`config.mk`:
```
export PLATFORM = sky130hd
export DESIGN_NAME = hazard_ctrl
export DESIGN_NICKNAME = d
export VERILOG_FILES = /design/src/rtl/hazard_ctrl.sv
export SDC_FILE = /design/constraint.sdc
export NUM_CORES = 1
export LEC_CHECK = 0
export ABC_AREA = 1
export BUFFER_PORTS_ARGS = -buffer_cell sky130_fd_sc_hd__buf_2
export CAP_MARGIN = 20
export CORE_ASPECT_RATIO = 2
export CORE_MARGIN = 1
export CORE_UTILIZATION = 40
export CTS_CLUSTER_SIZE = 24
export DETAILED_ROUTE_END_ITERATION = 8
export PLACE_DENSITY_LB_ADDON = 0.2
export SLEW_MARGIN = 0
export SYNTH_ARGS = -nofsm -noshare
export SYNTH_HDL_FRONTEND = slang
export SYNTH_SLANG_ARGS = --single-unit
```
`constraint.sdc`:
```
create_clock -name clock -period 3.67 [get_ports clock]
set_clock_uncertainty 0.15 [all_clocks]
set_input_delay 0.367 -clock clock [delete_from_list [all_inputs] [get_ports clock]]
set_output_delay 0.367 -clock clock [all_outputs]
set_load 0.05 [all_outputs]
```
`src/rtl/hazard_ctrl.sv`:
```
// Pipeline hazard and bypass controller: shadows EX/MEM/WB register-use fields
// and drives stall, bubble, flush and EX-operand forwarding selects.
module hazard_ctrl #(
   parameter int unsigned CNT_W = 16
) (
   input  logic             clock,
   input  logic             reset,
   input  logic             bypass_en,
   input  logic [4:0]       id_rs,
   input  logic [4:0]       id_rt,
   input  logic             id_use_rs,
   input  logic             id_use_rt,
   input  logic [4:0]       id_rd,
   input  logic             id_reg_write,
   input  logic             id_mem_read,
   input  logic             ex_branch_taken,
   output logic             pc_hold,
   output logic             idex_bubble,
   output logic             ifid_flush,
   output logic [1:0]       fwd_a,
   output logic [1:0]       fwd_b,
   output logic [CNT_W-1:0] stall_count,
   output logic [CNT_W-1:0] flush_count
);

   typedef struct packed {
      logic       valid;
      logic [4:0] rs;
      logic [4:0] rt;
      logic [4:0] rd;
      logic       reg_write;
      logic       mem_read;
   } ex_stage_t;

   typedef struct packed {
      logic [4:0] rd;
      logic       reg_write;
   } wr_stage_t;

   localparam logic [1:0] FWD_RF  = 2'b00;
   localparam logic [1:0] FWD_MEM = 2'b10;
   localparam logic [1:0] FWD_WB  = 2'b01;

   ex_stage_t        ex_q, ex_d;
   wr_stage_t        mem_q, mem_d;
   wr_stage_t        wb_q, wb_d;
   logic [CNT_W-1:0] stall_cnt_q, stall_cnt_d;
   logic [CNT_W-1:0] flush_cnt_q, flush_cnt_d;

   logic ex_wr, mem_wr, wb_wr;
   logic m_ex_rs, m_ex_rt, m_mem_rs, m_mem_rt;
   logic load_use, stall;

   // A write to $0 is architecturally a no-op, so it never creates a dependence.
   function automatic logic src_match(input logic used, input logic [4:0] src,
                                      input logic wr, input logic [4:0] rd);
      return used && wr && (rd == src);
   endfunction

   function automatic logic [1:0] fwd_sel(input logic [4:0] src,
                                          input wr_stage_t mem, input logic mem_w,
                                          input wr_stage_t wb, input logic wb_w);
      logic [1:0] sel;
      sel = FWD_RF;
      if (mem_w && (mem.rd == src)) begin
         sel = FWD_MEM;
      end else if (wb_w && (wb.rd == src)) begin
         sel = FWD_WB;
      end
      return sel;
   endfunction

   always_comb begin
      ex_wr  = ex_q.reg_write && (ex_q.rd != '0);
      mem_wr = mem_q.reg_write && (mem_q.rd != '0);
      wb_wr  = wb_q.reg_write && (wb_q.rd != '0);

      m_ex_rs  = src_match(id_use_rs, id_rs, ex_wr, ex_q.rd);
      m_ex_rt  = src_match(id_use_rt, id_rt, ex_wr, ex_q.rd);
      m_mem_rs = src_match(id_use_rs, id_rs, mem_wr, mem_q.rd);
      m_mem_rt = src_match(id_use_rt, id_rt, mem_wr, mem_q.rd);

      load_use = ex_q.mem_read && (m_ex_rs || m_ex_rt);
      // Without forwarding, only WB is safe because the regfile writes through.
      stall    = bypass_en ? load_use : (m_ex_rs || m_ex_rt || m_mem_rs || m_mem_rt);
   end

   always_comb begin
      pc_hold     = 1'b0;
      idex_bubble = 1'b0;
      ifid_flush  = 1'b0;
      fwd_a       = FWD_RF;
      fwd_b       = FWD_RF;
      if (!reset) begin
         // A taken branch squashes the stalled ID instruction, so it wins.
         if (ex_branch_taken) begin
            ifid_flush  = 1'b1;
            idex_bubble = 1'b1;
         end else if (stall) begin
            pc_hold     = 1'b1;
            idex_bubble = 1'b1;
         end
         if (bypass_en && ex_q.valid) begin
            fwd_a = fwd_sel(ex_q.rs, mem_q, mem_wr, wb_q, wb_wr);
            fwd_b = fwd_sel(ex_q.rt, mem_q, mem_wr, wb_q, wb_wr);
         end
      end
   end

   always_comb begin
      ex_d = '0;
      if (!idex_bubble) begin
         ex_d.valid     = 1'b1;
         ex_d.rs        = id_rs;
         ex_d.rt        = id_rt;
         ex_d.rd        = id_rd;
         ex_d.reg_write = id_reg_write && (id_rd != '0);
         ex_d.mem_read  = id_mem_read;
      end
      mem_d.rd        = ex_q.rd;
      mem_d.reg_write = ex_q.reg_write;
      wb_d            = mem_q;

      stall_cnt_d = stall_cnt_q;
      if (pc_hold && (stall_cnt_q != '1)) begin
         stall_cnt_d = stall_cnt_q + CNT_W'(1);
      end
      flush_cnt_d = flush_cnt_q;
      if (ifid_flush && (flush_cnt_q != '1)) begin
         flush_cnt_d = flush_cnt_q + CNT_W'(1);
      end
   end

   always_ff @(posedge clock) begin
      if (reset) begin
         ex_q        <= '0;
         mem_q       <= '0;
         wb_q        <= '0;
         stall_cnt_q <= '0;
         flush_cnt_q <= '0;
      end else begin
         ex_q        <= ex_d;
         mem_q       <= mem_d;
         wb_q        <= wb_d;
         stall_cnt_q <= stall_cnt_d;
         flush_cnt_q <= flush_cnt_d;
      end
   end

   assign stall_count = stall_cnt_q;
   assign flush_count = flush_cnt_q;

endmodule
```
==> results.rst, run 1 <==
.. list-table::
   :header-rows: 1

   * - Metric
     - Value
   * - Routability cong.
     - 0.933
   * - Total power per unit cell area
     - 411 mW/mm^2
   * - Crit Path Category
     - in2out
   * - Post-synthesis instance area
     - 0.00335 sq mm
   * - Drt wl/cell
     - 13.8 um
   * - Number of clock sinks
     - 62
   * - Root buffer cell
     - sky130_fd_sc_hd__clkbuf_16
   * - Io pins
     - 62
   * - Number of buffers created by CTS
     - 9
   * - Total instance count after detailed placement
     - 637
   * - Initial antenna violation count
     - 0
   * - Insertion delay to the later sink of the worst-skew pair
     - 330 ps
   * - Outcome
     - finished, final reports clean
   * - Final worst path period need
     - 2570 ps
   * - Worst-margin pin slew
     - 462 ps
   * - Area of the die
     - 0.00876 sq mm
   * - Rows
     - 46
   * - Clock-pin slew on the worst setup and hold paths
     - 50 ps
   * - Total via count in the routed design
     - 3230
   * - Leftover overflow at the end of global routing
     - 0
   * - Kind of start point of the critical path
     - primary input
   * - Synth cell types
     - 38
   * - Share of the clock period used by the worst path after layout
     - 70.0%
   * - Beginning of the worst hold path
     - id_rd[4]
   * - Number of DRC markers after the initial detailed-route iteration
     - 202
   * - Number of buffer cells added on primary ports
     - 61
   * - Data required time of the critical path
     - 3150 ps
   * - Die boundary width
     - 66.7 um
   * - Final layout net count
     - 577
   * - RSZ-0062 raised after global routing
     - no
   * - Placed wire-length estimate after detailed placement
     - 6960 um
   * - Number of detailed-route iterations in the first pass
     - 4
   * - Final instance count without filler cells
     - 652
   * - Clock tree from TritonCTS
     - done
   * - Register bit count reported by yosys
     - 62
   * - Worst reg2reg path startpoint
     - flush_count[0]$_SDFFE_PP0P_
   * - Number of global-route vias before repair
     - 3253
   * - Pre-CTS setup slack
     - 1140 ps
   * - Max IR drop VDD
     - 0.205 mV
   * - Endpoint of the lowest-slack register-to-register path
     - flush_count[14]$_SDFFE_PP0P_
   * - Warning count from the yosys run
     - 0
   * - Post-cts resize count
     - 0
   * - WHS Path Cells
     - 3
   * - Synthesized netlist cell count
     - 488
   * - Synth area leader
     - sky130_fd_sc_hd__dfxtp_1
   * - Part of the Yosys area used for sequential elements
     - 37.1%
   * - Max-cap violations
     - 0
   * - Synthesized net count
     - 513
   * - Number of setup violations in the final report
     - 0
   * - Number of filler cells placed in the layout
     - 832
   * - Area growth from synthesis to layout
     - 19.8%
   * - Pin count of the biggest net entering global routing
     - 36
   * - Die Ht
     - 131 um
   * - Ratio of cells with drive above 1 in the final layout
     - 22.1%
   * - Hold bufs inserted after CTS
     - 0
   * - Routed wire length
     - 9030 um
   * - Area contributors post-synth
     - sky130_fd_sc_hd__dfxtp_1, sky130_fd_sc_hd__nand2_1, sky130_fd_sc_hd__nor2_1, sky130_fd_sc_hd__inv_1, sky130_fd_sc_hd__xnor2_1
   * - Global-route wire length before repair
     - 14800 um
   * - Initial core utilization
     - 41.8%
   * - Number of buffers inserted to repair setup after CTS
     - 0
   * - Clock H-tree levels
     - 3
   * - Setup slack of the most critical reg-to-reg path
     - 1570 ps
   * - Area inside the core boundary
     - 0.00800 sq mm
   * - Arrival time of the worst setup path
     - 2050 ps
   * - Count of endpoints failing hold in the final timing report
     - 0
   * - Hold EP
     - ex_q[6]$_SDFF_PP0_
   * - Min Hold Slack
     - 116 ps
   * - Count of inserted antenna diode cells
     - 0
   * - FF-to-FF path depth
     - 9
   * - Top fanout value on the critical path
     - 14
   * - Setup total negative slack
     - 0 ps
   * - Leakage power of the design
     - 1.86 nW
   * - DRC errors left
     - 0
   * - Slew headroom
     - 69.2%
   * - Number of max-slew violations in the final report
     - 0
   * - Area fraction of the dominant cell type after synthesis
     - 37.1%
   * - Highest attainable clock frequency
     - 390 MHz
   * - Critical path capture point type
     - output port
   * - Least setup slack across all paths after layout
     - 1100 ps
   * - Average cell area after synthesis
     - 6.86 sq um
   * - Type of the most critical hold path
     - in2reg
   * - Routed via count divided by cell count
     - 4.95
   * - Maximum buffer depth of the clock tree
     - 2
   * - Global router's overall resource usage
     - 22.5%
   * - Post-DRT Antenna Nets
     - 0
==> layout by cell type, fill, tap and decap left out, types with 2 or more instances in the layout <==
cell type,netlist,routed
sky130_fd_sc_hd__clkbuf_16,0,9
sky130_fd_sc_hd__clkinv_2,0,2
sky130_fd_sc_hd__nor3_1,15,15
sky130_fd_sc_hd__a21oi_1,12,12
sky130_fd_sc_hd__inv_2,9,9
sky130_fd_sc_hd__nor2_2,4,4
sky130_fd_sc_hd__nor2_4,2,2
sky130_fd_sc_hd__nand4_1,8,8
sky130_fd_sc_hd__nor4_1,6,6
sky130_fd_sc_hd__nand3_1,20,20
sky130_fd_sc_hd__nand2_2,12,12
sky130_fd_sc_hd__or2_2,3,3
sky130_fd_sc_hd__xnor2_1,18,18
sky130_fd_sc_hd__inv_1,54,54
sky130_fd_sc_hd__nor2_1,77,77
sky130_fd_sc_hd__o21ai_0,11,11
sky130_fd_sc_hd__xor2_1,13,13
sky130_fd_sc_hd__ha_1,2,2
sky130_fd_sc_hd__buf_2,2,61
sky130_fd_sc_hd__dfxtp_1,62,62
sky130_fd_sc_hd__nand2_1,126,126
sky130_fd_sc_hd__a21oi_2,11,11
==> per-stage QoR <==
stage | cell area [sq um] | power [mW] | util, %
2_1_floorplan | 3350 | 0.791 | -
3_3_place_gp | 3720 | 0.833 | 46.5
3_5_place_dp | 3720 | 0.835 | 46.5
4_1_cts | 4010 | 1.67 | 50.1
5_1_grt | 4010 | 1.72 | 50.1
6_report | 4010 | 1.65 | 50.1
==> synth_stat cells <==
library cell and count:
sky130_fd_sc_hd__nor2_1 77, sky130_fd_sc_hd__ha_1 2, sky130_fd_sc_hd__or4_1 1, sky130_fd_sc_hd__nand2_4 1, sky130_fd_sc_hd__a31oi_1 1, sky130_fd_sc_hd__nand4_1 8, sky130_fd_sc_hd__buf_12 1, sky130_fd_sc_hd__or2_2 3
sky130_fd_sc_hd__a21oi_1 12, sky130_fd_sc_hd__nor2_4 2, sky130_fd_sc_hd__nor3_4 1, sky130_fd_sc_hd__a21oi_2 11, sky130_fd_sc_hd__xor2_1 13, sky130_fd_sc_hd__o21a_1 1, sky130_fd_sc_hd__dfxtp_1 62, sky130_fd_sc_hd__clkbuf_1 4
sky130_fd_sc_hd__nand2_1 126, sky130_fd_sc_hd__nor3_1 15, sky130_fd_sc_hd__inv_1 54, sky130_fd_sc_hd__o21ai_0 11, sky130_fd_sc_hd__buf_1 1, sky130_fd_sc_hd__o21ai_1 1, sky130_fd_sc_hd__xnor2_1 18, sky130_fd_sc_hd__nand2_2 12
sky130_fd_sc_hd__nor3b_1 1, sky130_fd_sc_hd__nand3_2 1, sky130_fd_sc_hd__clkinv_1 1, sky130_fd_sc_hd__nand4_2 1, sky130_fd_sc_hd__a211oi_1 1, sky130_fd_sc_hd__a221oi_1 1, sky130_fd_sc_hd__nor2_2 4, sky130_fd_sc_hd__nand3_1 20
sky130_fd_sc_hd__buf_2 2, sky130_fd_sc_hd__buf_6 1, sky130_fd_sc_hd__o21ai_2 1, sky130_fd_sc_hd__inv_2 9, sky130_fd_sc_hd__nor4_1 6, sky130_fd_sc_hd__nand4_4 1
==> routing by layer <==
| layer | global-route usage, % | up-vias | share of wire (%) |
|---|---|---|---|
| met3 | 4.60 | 25 | 2.7 |
| met2 | 42.4 | 77 | 56 |
| met4 | 11.2 | 0 | 4.0 |
| met5 | 0 | - | 0 |
| met1 | 21.6 | 1478 | 37 |
| li1 | - | 1650 | - |
==> cells by family after synthesis <==
| kind of cell | count (synthesis) | share of synthesized area [%] |
|---|---|---|
| XOR/XNOR | 31 | 8.12 |
| buffers and inverters | 73 | 8.97 |
| AO/OA/AOI/OAI | 40 | 7.63 |
| AND/OR/NAND/NOR | 280 | 37.4 |
| flip-flops | 62 | 37.1 |
| adder cells (fa/ha/maj) | 2 | 0.748 |
==> critical path: stages <==
cell	delay, ps
sky130_fd_sc_hd__buf_2	100
sky130_fd_sc_hd__inv_1	340
sky130_fd_sc_hd__nand3_1	260
sky130_fd_sc_hd__nor4_1	370
sky130_fd_sc_hd__nand3_1	120
sky130_fd_sc_hd__nor3_1	200
sky130_fd_sc_hd__buf_2	300
==> flip-flops by register name, indices dropped and copies added, names as in the netlist <==
register,count
ex_q,18
wb_q,6
flush_count,16
stall_count,16
mem_q,6
==> worst max path at each step <==
stage / start / end / slack [ps]
floorplan: reset / fwd_b[0] / 920
global placement: reset / fwd_b[0] / 1210
detailed placement: reset / fwd_b[0] / 1140
CTS: reset / fwd_b[0] / 1130
global route: reset / fwd_b[0] / 940
finish: reset / fwd_b[0] / 1100
==> power breakdown <==
part | internal, mW | leakage, nW | switching (mW)
Sequential | 0.687 | 0.503 | 0.0121
Combinational | 0.0398 | 1.21 | 0.0815
Clock | 0.537 | 0.141 | 0.290
==> layout make-up <==
type                       instances  area (sq um)  share of cell area [%]
multi-input combinational        353          1800                    45.0
sequential                        62          1240                    31.0
clock inverter                     4          47.5                    1.19
inverter                          64           240                    5.99
clock buffer                      11           243                    6.05
tap                               96           120                    3.00
timing repair buffer              62           313                    7.80
(Power assumes the default switching activity.)
==> run 2, diff against run 1 <==
==> constraint.sdc (replaced) <==
create_clock -name clock -period 2.1 [get_ports clock]
set_clock_uncertainty 0.15 [all_clocks]
set_input_delay 0.21 -clock clock [delete_from_list [all_inputs] [get_ports clock]]
set_output_delay 0.21 -clock clock [all_outputs]
set_load 0.05 [all_outputs]
==> results.rst, run 2 (synthesis gave the netlist of run 1 again) <==
.. list-table::
   :header-rows: 1

   * - Metric
     - Value
   * - Pin count of the biggest net entering global routing
     - 21 (-42%)
   * - Kind of start point of the critical path
     - register
   * - Number of clock sinks
     - 62 (unchanged)
   * - Worst path top cell family by delay
     - simple AND/OR/NAND/NOR gates
   * - Buf/Inv on CP
     - 2 (-1)
   * - Fraction of power consumed by the clock network
     - 47.6% (-2.6 points)
   * - Global-route wire length before repair
     - 15500 um (+4.8%)
   * - DRC errors left
     - 0 (unchanged)
   * - Most frequent standard cell in the layout excluding fill and tap cells
     - sky130_fd_sc_hd__nand2_1
   * - GRT met3 Usage
     - 5.56% (+0.95 points)
   * - Clock-pin slew on the worst setup and hold paths
     - 50 ps (about the same)
   * - Min Hold Slack
     - 6.08 ps (-110 ps)
   * - Crit Path Category
     - reg2out
   * - Share of the clock period used by the worst path after layout
     - 99.1%
   * - Outcome
     - finished, final reports clean
   * - Routed via count divided by cell count
     - 4.95 (-0.15%)
   * - Clock H-tree levels
     - 3 (unchanged)
   * - Die Ht
     - 131 um (unchanged)
   * - Max-cap violations
     - 0 (unchanged)
   * - Switching part of the total power
     - 24.2% (+0.87 points)
   * - Highest attainable clock frequency
     - 481 MHz
   * - Endpoint of the lowest-slack register-to-register path
     - stall_count[0]$_SDFFE_PP0P_
   * - Clock tree from TritonCTS
     - done
   * - FF-to-FF path depth
     - 12 (+3)
   * - Chain of cells forming the critical path
     - inv_4, nand2_1, nand2_1, nor2_1, nand3_1, nand2_1, nand2_2, nand2_4, a21oi_4, nor2_4, buf_8
   * - Die boundary width
     - 66.7 um (unchanged)
   * - Met1 Usage GRT
     - 23.5% (+1.9 points)
   * - CP dominant cell by count
     - sky130_fd_sc_hd__nand2_1
   * - Drt wl/cell
     - 14.0 um (+0.94%)
   * - Io pins
     - 62 (unchanged)
   * - Maximum buffer depth of the clock tree
     - 2 (unchanged)
   * - Routed wire length
     - 9420 um (+4.3%)
   * - Setup slack of the most critical reg-to-reg path
     - 130 ps (-1440 ps)
   * - Area of the die
     - 0.00876 sq mm (unchanged)
   * - Type of the most critical hold path
     - in2reg
   * - Slew headroom
     - 70.7% (+1.5 points)
   * - Leftover overflow at the end of global routing
     - 0 (unchanged)
   * - Leakage power of the design
     - 1.99 nW (+7.0%)
   * - Critical path capture point type
     - output port
   * - Number of global-route vias before repair
     - 3344 (+2.8%)
   * - Number of DRC markers after the initial detailed-route iteration
     - 187 (-7.4%)
   * - Data required time of the critical path
     - 1740 ps (-1410 ps)
   * - Cell area after layout
     - 0.00441 sq mm (+9.9%)
   * - Number of detailed-route iterations in the first pass
     - 4 (unchanged)
   * - Count of endpoints failing hold in the final timing report
     - 0 (unchanged)
   * - Share of the core filled with cells
     - 55.1% (+5.0 points)
   * - Most flops, register
     - ex_q
   * - Largest stage delay on the critical path
     - 380 ps (about the same)
   * - WHS Path Cells
     - 3 (unchanged)
   * - Internal power
     - 2.15 mW (+70%)
   * - Worst-margin pin slew
     - 438 ps (-23.6 ps)
   * - Combinational Power Share
     - 9.4% (+2.0 points)
   * - Met2 capacity usage during global routing
     - 41.4% (-1.0 points)
   * - Post-DRT Antenna Nets
     - 0 (unchanged)
   * - Routability cong.
     - 0.916 (-1.8%)
   * - Setup total negative slack
     - 0 ps (unchanged)
   * - Commonest cells after routing, fill and taps aside
     - sky130_fd_sc_hd__nand2_1, sky130_fd_sc_hd__nor2_1, sky130_fd_sc_hd__buf_2
   * - Switching component of the power
     - 685 uW (+78%)
   * - Placed wire-length estimate after detailed placement
     - 7060 um (+1.5%)
   * - Total via count in the routed design
     - 3334 (+3.2%)
   * - Global router's overall resource usage
     - 23.6% (+1.1 points)
   * - Initial core utilization
     - 41.8% (unchanged)
   * - Post-place instance area
     - 0.00380 sq mm (+2.2%)
   * - Top fanout value on the critical path
     - 5 (-9)
   * - Sequential power share
     - 43.0% (+0.6 points)
   * - Number of max-slew violations in the final report
     - 0 (unchanged)
   * - RSZ-0062 raised after global routing
     - yes
   * - Area growth from synthesis to layout
     - 31.7%
   * - Rows
     - 46 (unchanged)
   * - Count of inserted antenna diode cells
     - 0 (unchanged)
   * - Initial antenna violation count
     - 0 (unchanged)
   * - Beginning of the worst hold path
     - id_rd[1]
   * - Ratio of cells with drive above 1 in the final layout
     - 31.0% (+8.8 points)
   * - Root buffer cell
     - sky130_fd_sc_hd__clkbuf_16
   * - Most Crowded Layer GR
     - met2
   * - Insertion delay to the later sink of the worst-skew pair
     - 330 ps (about the same)
   * - Final worst path period need
     - 2080 ps
   * - Crit path max-delay cell type
     - sky130_fd_sc_hd__dfxtp_4
   * - Worst reg2reg path startpoint
     - mem_q[1]$_SDFF_PP0_
   * - Number of buffers created by CTS
     - 9 (unchanged)
   * - Hold EP
     - ex_q[3]$_SDFF_PP0_
   * - Number of buffer cells added on primary ports
     - 61 (unchanged)
   * - Number of filler cells placed in the layout
     - 774 (-7.0%)
   * - Final layout net count
     - 599 (+3.8%)
   * - Number of setup violations in the final report
     - 0 (unchanged)
   * - Total power per unit cell area
     - 643 mW/mm^2 (+56%)
   * - Max IR drop VDD
     - 0.437 mV (+110%)
   * - Area inside the core boundary
     - 0.00800 sq mm (unchanged)
   * - Largest register FFs
     - 18 (unchanged)
   * - Arrival time of the worst setup path
     - 1720 ps (-330 ps)
## run 2: changes by cell type in the layout (fill, tap and decap cells not counted), sizes merged
| cell | previous run | this run |
|---|---|---|
| buf | 62 | 77 |
| dlygate4sd3 | 0 | 7 |
| clkbuf | 11 | 14 |
| bufinv | 1 | 0 |
| clkinv | 3 | 2 |
| clkinvlp | 1 | 0 |
## run 2: worst min-delay path, stage by stage
cell and delay, ps:
sky130_fd_sc_hd__buf_2 100, sky130_fd_sc_hd__inv_1 80, sky130_fd_sc_hd__nor2_2 60
## run 2: power by group through the flow
stage | Sequential, mW | Combinational, mW | Clock (mW)
finish | 1.22 | 0.267 | 1.35
detailed placement | 1.25 | 0.219 | 0
floorplan | 1.25 | 0.131 | 0
CTS | 1.22 | 0.240 | 1.38
global placement | 1.25 | 0.218 | 0
global route | 1.22 | 0.295 | 1.44
## run 2: metal layers
metal  vias to the layer above  wire [um]
met1                      1513       3400
met4                         0        471
met2                        91       5200
met5                         -          0
met3                        35        343
li1                       1695          -
## run 2: through the flow
step | power, mW | instances | setup slack (ps)
CTS | 2.84 | 669 | 10.3
finish | 2.83 | 674 | 19.5
detailed placement | 1.47 | 646 | 55.5
floorplan | 1.38 | 488 | 22.9
global route | 2.96 | 674 | -71.3
global placement | 1.46 | 646 | 121
## run 2: worst max path at each step
stage          cells after the start                   startpoint                          end  slack (ps)
2_1_floorplan                      9  stall_count[4]$_SDFFE_PP0P_  stall_count[4]$_SDFFE_PP0P_          20
3_5_place_dp                      12          mem_q[4]$_SDFF_PP0_  stall_count[0]$_SDFFE_PP0P_          60
4_1_cts                           11          mem_q[4]$_SDFF_PP0_                  idex_bubble          10
6_report                          11          mem_q[1]$_SDFF_PP0_                  idex_bubble          20
3_3_place_gp                      12          mem_q[2]$_SDFF_PP0_  stall_count[0]$_SDFFE_PP0P_         120
5_1_grt                           11          mem_q[4]$_SDFF_PP0_                  idex_bubble         -70
## run 2: what timing repair did
item | 4_1_cts | 5_1_grt
buffers inserted | 1 | 5
setup endpoints to repair | 6 | 11
gates cloned | 0 | 0
hold endpoints to repair | 7 | 0
gates resized for setup | 22 | 50
hold buffers | 7 | 0
pin swaps | 1 | 15
## run 2: cell type report
| cell class | count | area, sq um | area share (%) |
|---|---|---|---|
| tap | 96 | 120 | 2.73 |
| sequential | 62 | 1270 | 28.9 |
| clock inverter | 1 | 5.00 | 0.114 |
| clock buffer | 14 | 264 | 5.99 |
| inverter | 64 | 250 | 5.68 |
| multi-input combinational | 353 | 1960 | 44.5 |
| timing repair buffer | 84 | 534 | 12.1 |
==> run 3, diff against run 2 <==
--- a/config.mk
+++ b/config.mk
@@ -6,6 +6,7 @@
 export NUM_CORES = 1
 export LEC_CHECK = 0
 export ABC_AREA = 1
+export ABC_CLOCK_PERIOD_IN_PS = 2100
 export BUFFER_PORTS_ARGS = -buffer_cell sky130_fd_sc_hd__buf_2
 export CAP_MARGIN = 20
 export CORE_ASPECT_RATIO = 2
==> constraint.sdc (replaced) <==
create_clock -name clock -period 2.1 [get_ports clock]
set_clock_uncertainty 0.15 [all_clocks]
set_input_delay 0.42 -clock clock [delete_from_list [all_inputs] [get_ports clock]]
set_output_delay 0.42 -clock clock [all_outputs]
set_load 0.05 [all_outputs]
==> results.rst, run 3 (synthesis gave the netlist of run 1 again) <==
.. list-table::
   :header-rows: 1

   * - Metric
     - Value
   * - Data required time of the critical path
     - 1530 ps (-210 ps)
   * - Leakage power of the design
     - 2.01 nW (+1.3%)
   * - Number of global-route vias before repair
     - 3439 (+2.8%)
   * - Number of setup violations in the final report
     - 6 (+6)
   * - Die boundary width
     - 66.7 um (unchanged)
   * - DRC errors left
     - 0 (unchanged)
   * - Fraction of power consumed by the clock network
     - 47.4% (-0.2 points)
   * - Maximum buffer depth of the clock tree
     - 2 (unchanged)
   * - Clock H-tree levels
     - 3 (unchanged)
   * - Clock tree from TritonCTS
     - done
   * - Io pins
     - 62 (unchanged)
   * - Number of clock sinks
     - 62 (unchanged)
   * - Final worst path period need
     - 2270 ps (+185 ps)
   * - Switching part of the total power
     - 24.8% (+0.60 points)
   * - Drt wl/cell
     - 14.4 um (+3.2%)
   * - Share of the clock period used by the worst path after layout
     - 108% (+8.8 points)
   * - Number of buffer cells added on primary ports
     - 61 (unchanged)
   * - Arrival time of the worst setup path
     - 1700 ps (-20 ps)
   * - Final instance count without filler cells
     - 675 (+0.15%)
   * - Total design power
     - 2.82 mW (-0.64%)
   * - Kind of start point of the critical path
     - register
   * - Top fanout value on the critical path
     - 5 (unchanged)
   * - RSZ-0062 raised after global routing
     - yes
   * - Largest register FFs
     - 18 (unchanged)
   * - Routed wire length
     - 9740 um (+3.4%)
   * - Post-DRT Antenna Nets
     - 0 (unchanged)
   * - Global-route wire length before repair
     - 15800 um (+1.5%)
   * - Rows
     - 46 (unchanged)
   * - Die Ht
     - 131 um (unchanged)
   * - Area of the die
     - 0.00876 sq mm (unchanged)
   * - Sequential power share
     - 43.4% (+0.4 points)
   * - Combinational Power Share
     - 9.2% (-0.2 points)
   * - Beginning of the worst hold path
     - id_rd[4]
   * - Placed wire-length estimate after detailed placement
     - 7380 um (+4.5%)
   * - Count of endpoints failing hold in the final timing report
     - 0 (unchanged)
   * - Number of buffers created by CTS
     - 9 (unchanged)
   * - Commonest cells after routing, fill and taps aside
     - sky130_fd_sc_hd__nand2_1, sky130_fd_sc_hd__nor2_1, sky130_fd_sc_hd__buf_2
   * - Crit Path Category
     - reg2out
   * - Most frequent standard cell in the layout excluding fill and tap cells
     - sky130_fd_sc_hd__nand2_1
   * - Number of max-slew violations in the final report
     - 0 (unchanged)
   * - Most flops, register
     - ex_q
   * - Failing checks
     - negative setup slack
   * - Routability cong.
     - 0.870 (-5.0%)
   * - Highest attainable clock frequency
     - 441 MHz (-8.2%)
   * - Max-cap violations
     - 0 (unchanged)
   * - Count of inserted antenna diode cells
     - 0 (unchanged)
   * - Internal power
     - 2.12 mW (-1.4%)
   * - Critical path capture point type
     - output port
   * - Outcome
     - complete, but fails checks
   * - Type of the most critical hold path
     - in2reg
   * - Clock-pin slew on the worst setup and hold paths
     - 50 ps (about the same)
   * - Initial antenna violation count
     - 0 (unchanged)
   * - Worst reg2reg path startpoint
     - mem_q[4]$_SDFF_PP0_
   * - Max IR drop VDD
     - 0.369 mV (-16%)
   * - Pin count of the biggest net entering global routing
     - 19 (-9.5%)
   * - Number of DRC markers after the initial detailed-route iteration
     - 118 (-37%)
   * - Setup total negative slack
     - -722 ps (-722 ps)
   * - Worst-margin pin slew
     - 475 ps (+36.8 ps)
   * - Least setup slack across all paths after layout
     - -166 ps (-185 ps)
   * - Share of the core filled with cells
     - 55.6% (+0.50 points)
   * - Routed via count divided by cell count
     - 5.07 (+2.5%)
   * - Number of detailed-route iterations in the first pass
     - 4 (unchanged)
   * - Final layout net count
     - 599 (unchanged)
   * - Total instance count after detailed placement
     - 659 (+2.0%)
   * - Critical path startpoint
     - mem_q[4]$_SDFF_PP0_
   * - Slew headroom
     - 68.1% (-2.6 points)
   * - Root buffer cell
     - sky130_fd_sc_hd__clkbuf_16
   * - Total power per unit cell area
     - 633 mW/mm^2 (-1.5%)
   * - Area inside the core boundary
     - 0.00800 sq mm (unchanged)
   * - Number of filler cells placed in the layout
     - 775 (+0.13%)
   * - Leftover overflow at the end of global routing
     - 0 (unchanged)
   * - Ratio of cells with drive above 1 in the final layout
     - 34.2% (+3.2 points)
   * - Insertion delay to the later sink of the worst-skew pair
     - 330 ps (about the same)
   * - Area growth from synthesis to layout
     - 32.9%
   * - Total via count in the routed design
     - 3421 (+2.6%)
   * - Number of buffers inserted to repair setup after CTS
     - 0 (-1)
   * - Initial core utilization
     - 41.8% (unchanged)
   * - Switching component of the power
     - 697 uW (+1.8%)
   * - Global router's overall resource usage
     - 24.1% (+0.49 points)
-- run 3: layout make-up --
class,count,area (sq um),area share [%]
clock buffer,12,246,5.54
clock inverter,4,22.5,0.506
inverter,64,260,5.85
multi-input combinational,353,1980,44.5
sequential,62,1270,28.7
timing repair buffer,84,544,12.2
tap,96,120,2.70
-- run 3: final timing paths --
check                           endpoint  slack (ps)  cells after the start
max                             fwd_b[1]        -170                      7
min                   ex_q[6]$_SDFF_PP0_         160                      3
max reg2reg  stall_count[3]$_SDFFE_PP0P_         150                     12
min reg2reg          mem_q[0]$_SDFF_PP0_         310                      2
-- run 3: per-stage QoR --
| stage | hold slack (ps) | worst slack [ps] | cell area, sq um |
|---|---|---|---|
| after detailed placement | 297 | -19.3 | 3940 |
| after global routing | 164 | -275 | 4450 |
| after CTS | 162 | -142 | 4340 |
| after global placement | 290 | -29.6 | 3940 |
| final | 163 | -166 | 4450 |
| after floorplan | 250 | -148 | 3370 |
-- run 3: timing repair --
action                     in CTS  in global routing
hold endpoints to repair        0                  0
hold buffers                    0                  0
pin swaps                       8                 12
setup endpoints to repair       6                  8
gates resized for setup        45                 36
-- run 3: power by group through the flow --
stage	Clock, mW	Combinational, mW	Sequential [mW]
2_1_floorplan	0	0.132	1.25
3_3_place_gp	0	0.228	1.25
3_5_place_dp	0	0.230	1.25
4_1_cts	1.36	0.243	1.22
5_1_grt	1.41	0.286	1.22
6_report	1.34	0.258	1.22
-- run 3: critical path, stage by stage, from the launching register on --
cell	delay [ps]
sky130_fd_sc_hd__dfxtp_4	380
sky130_fd_sc_hd__xnor2_2	150
sky130_fd_sc_hd__nand2_1	120
sky130_fd_sc_hd__nor4_2	240
sky130_fd_sc_hd__buf_4	180
sky130_fd_sc_hd__inv_1	50
sky130_fd_sc_hd__nor2_2	90
sky130_fd_sc_hd__buf_6	160
-- run 3: per-layer routing --
layer | wire length (um) | global-route usage, %
met2 | 5360 | 42.9
met3 | 423 | 4.95
met5 | 0 | 0
met4 | 682 | 18.3
met1 | 3270 | 22.5
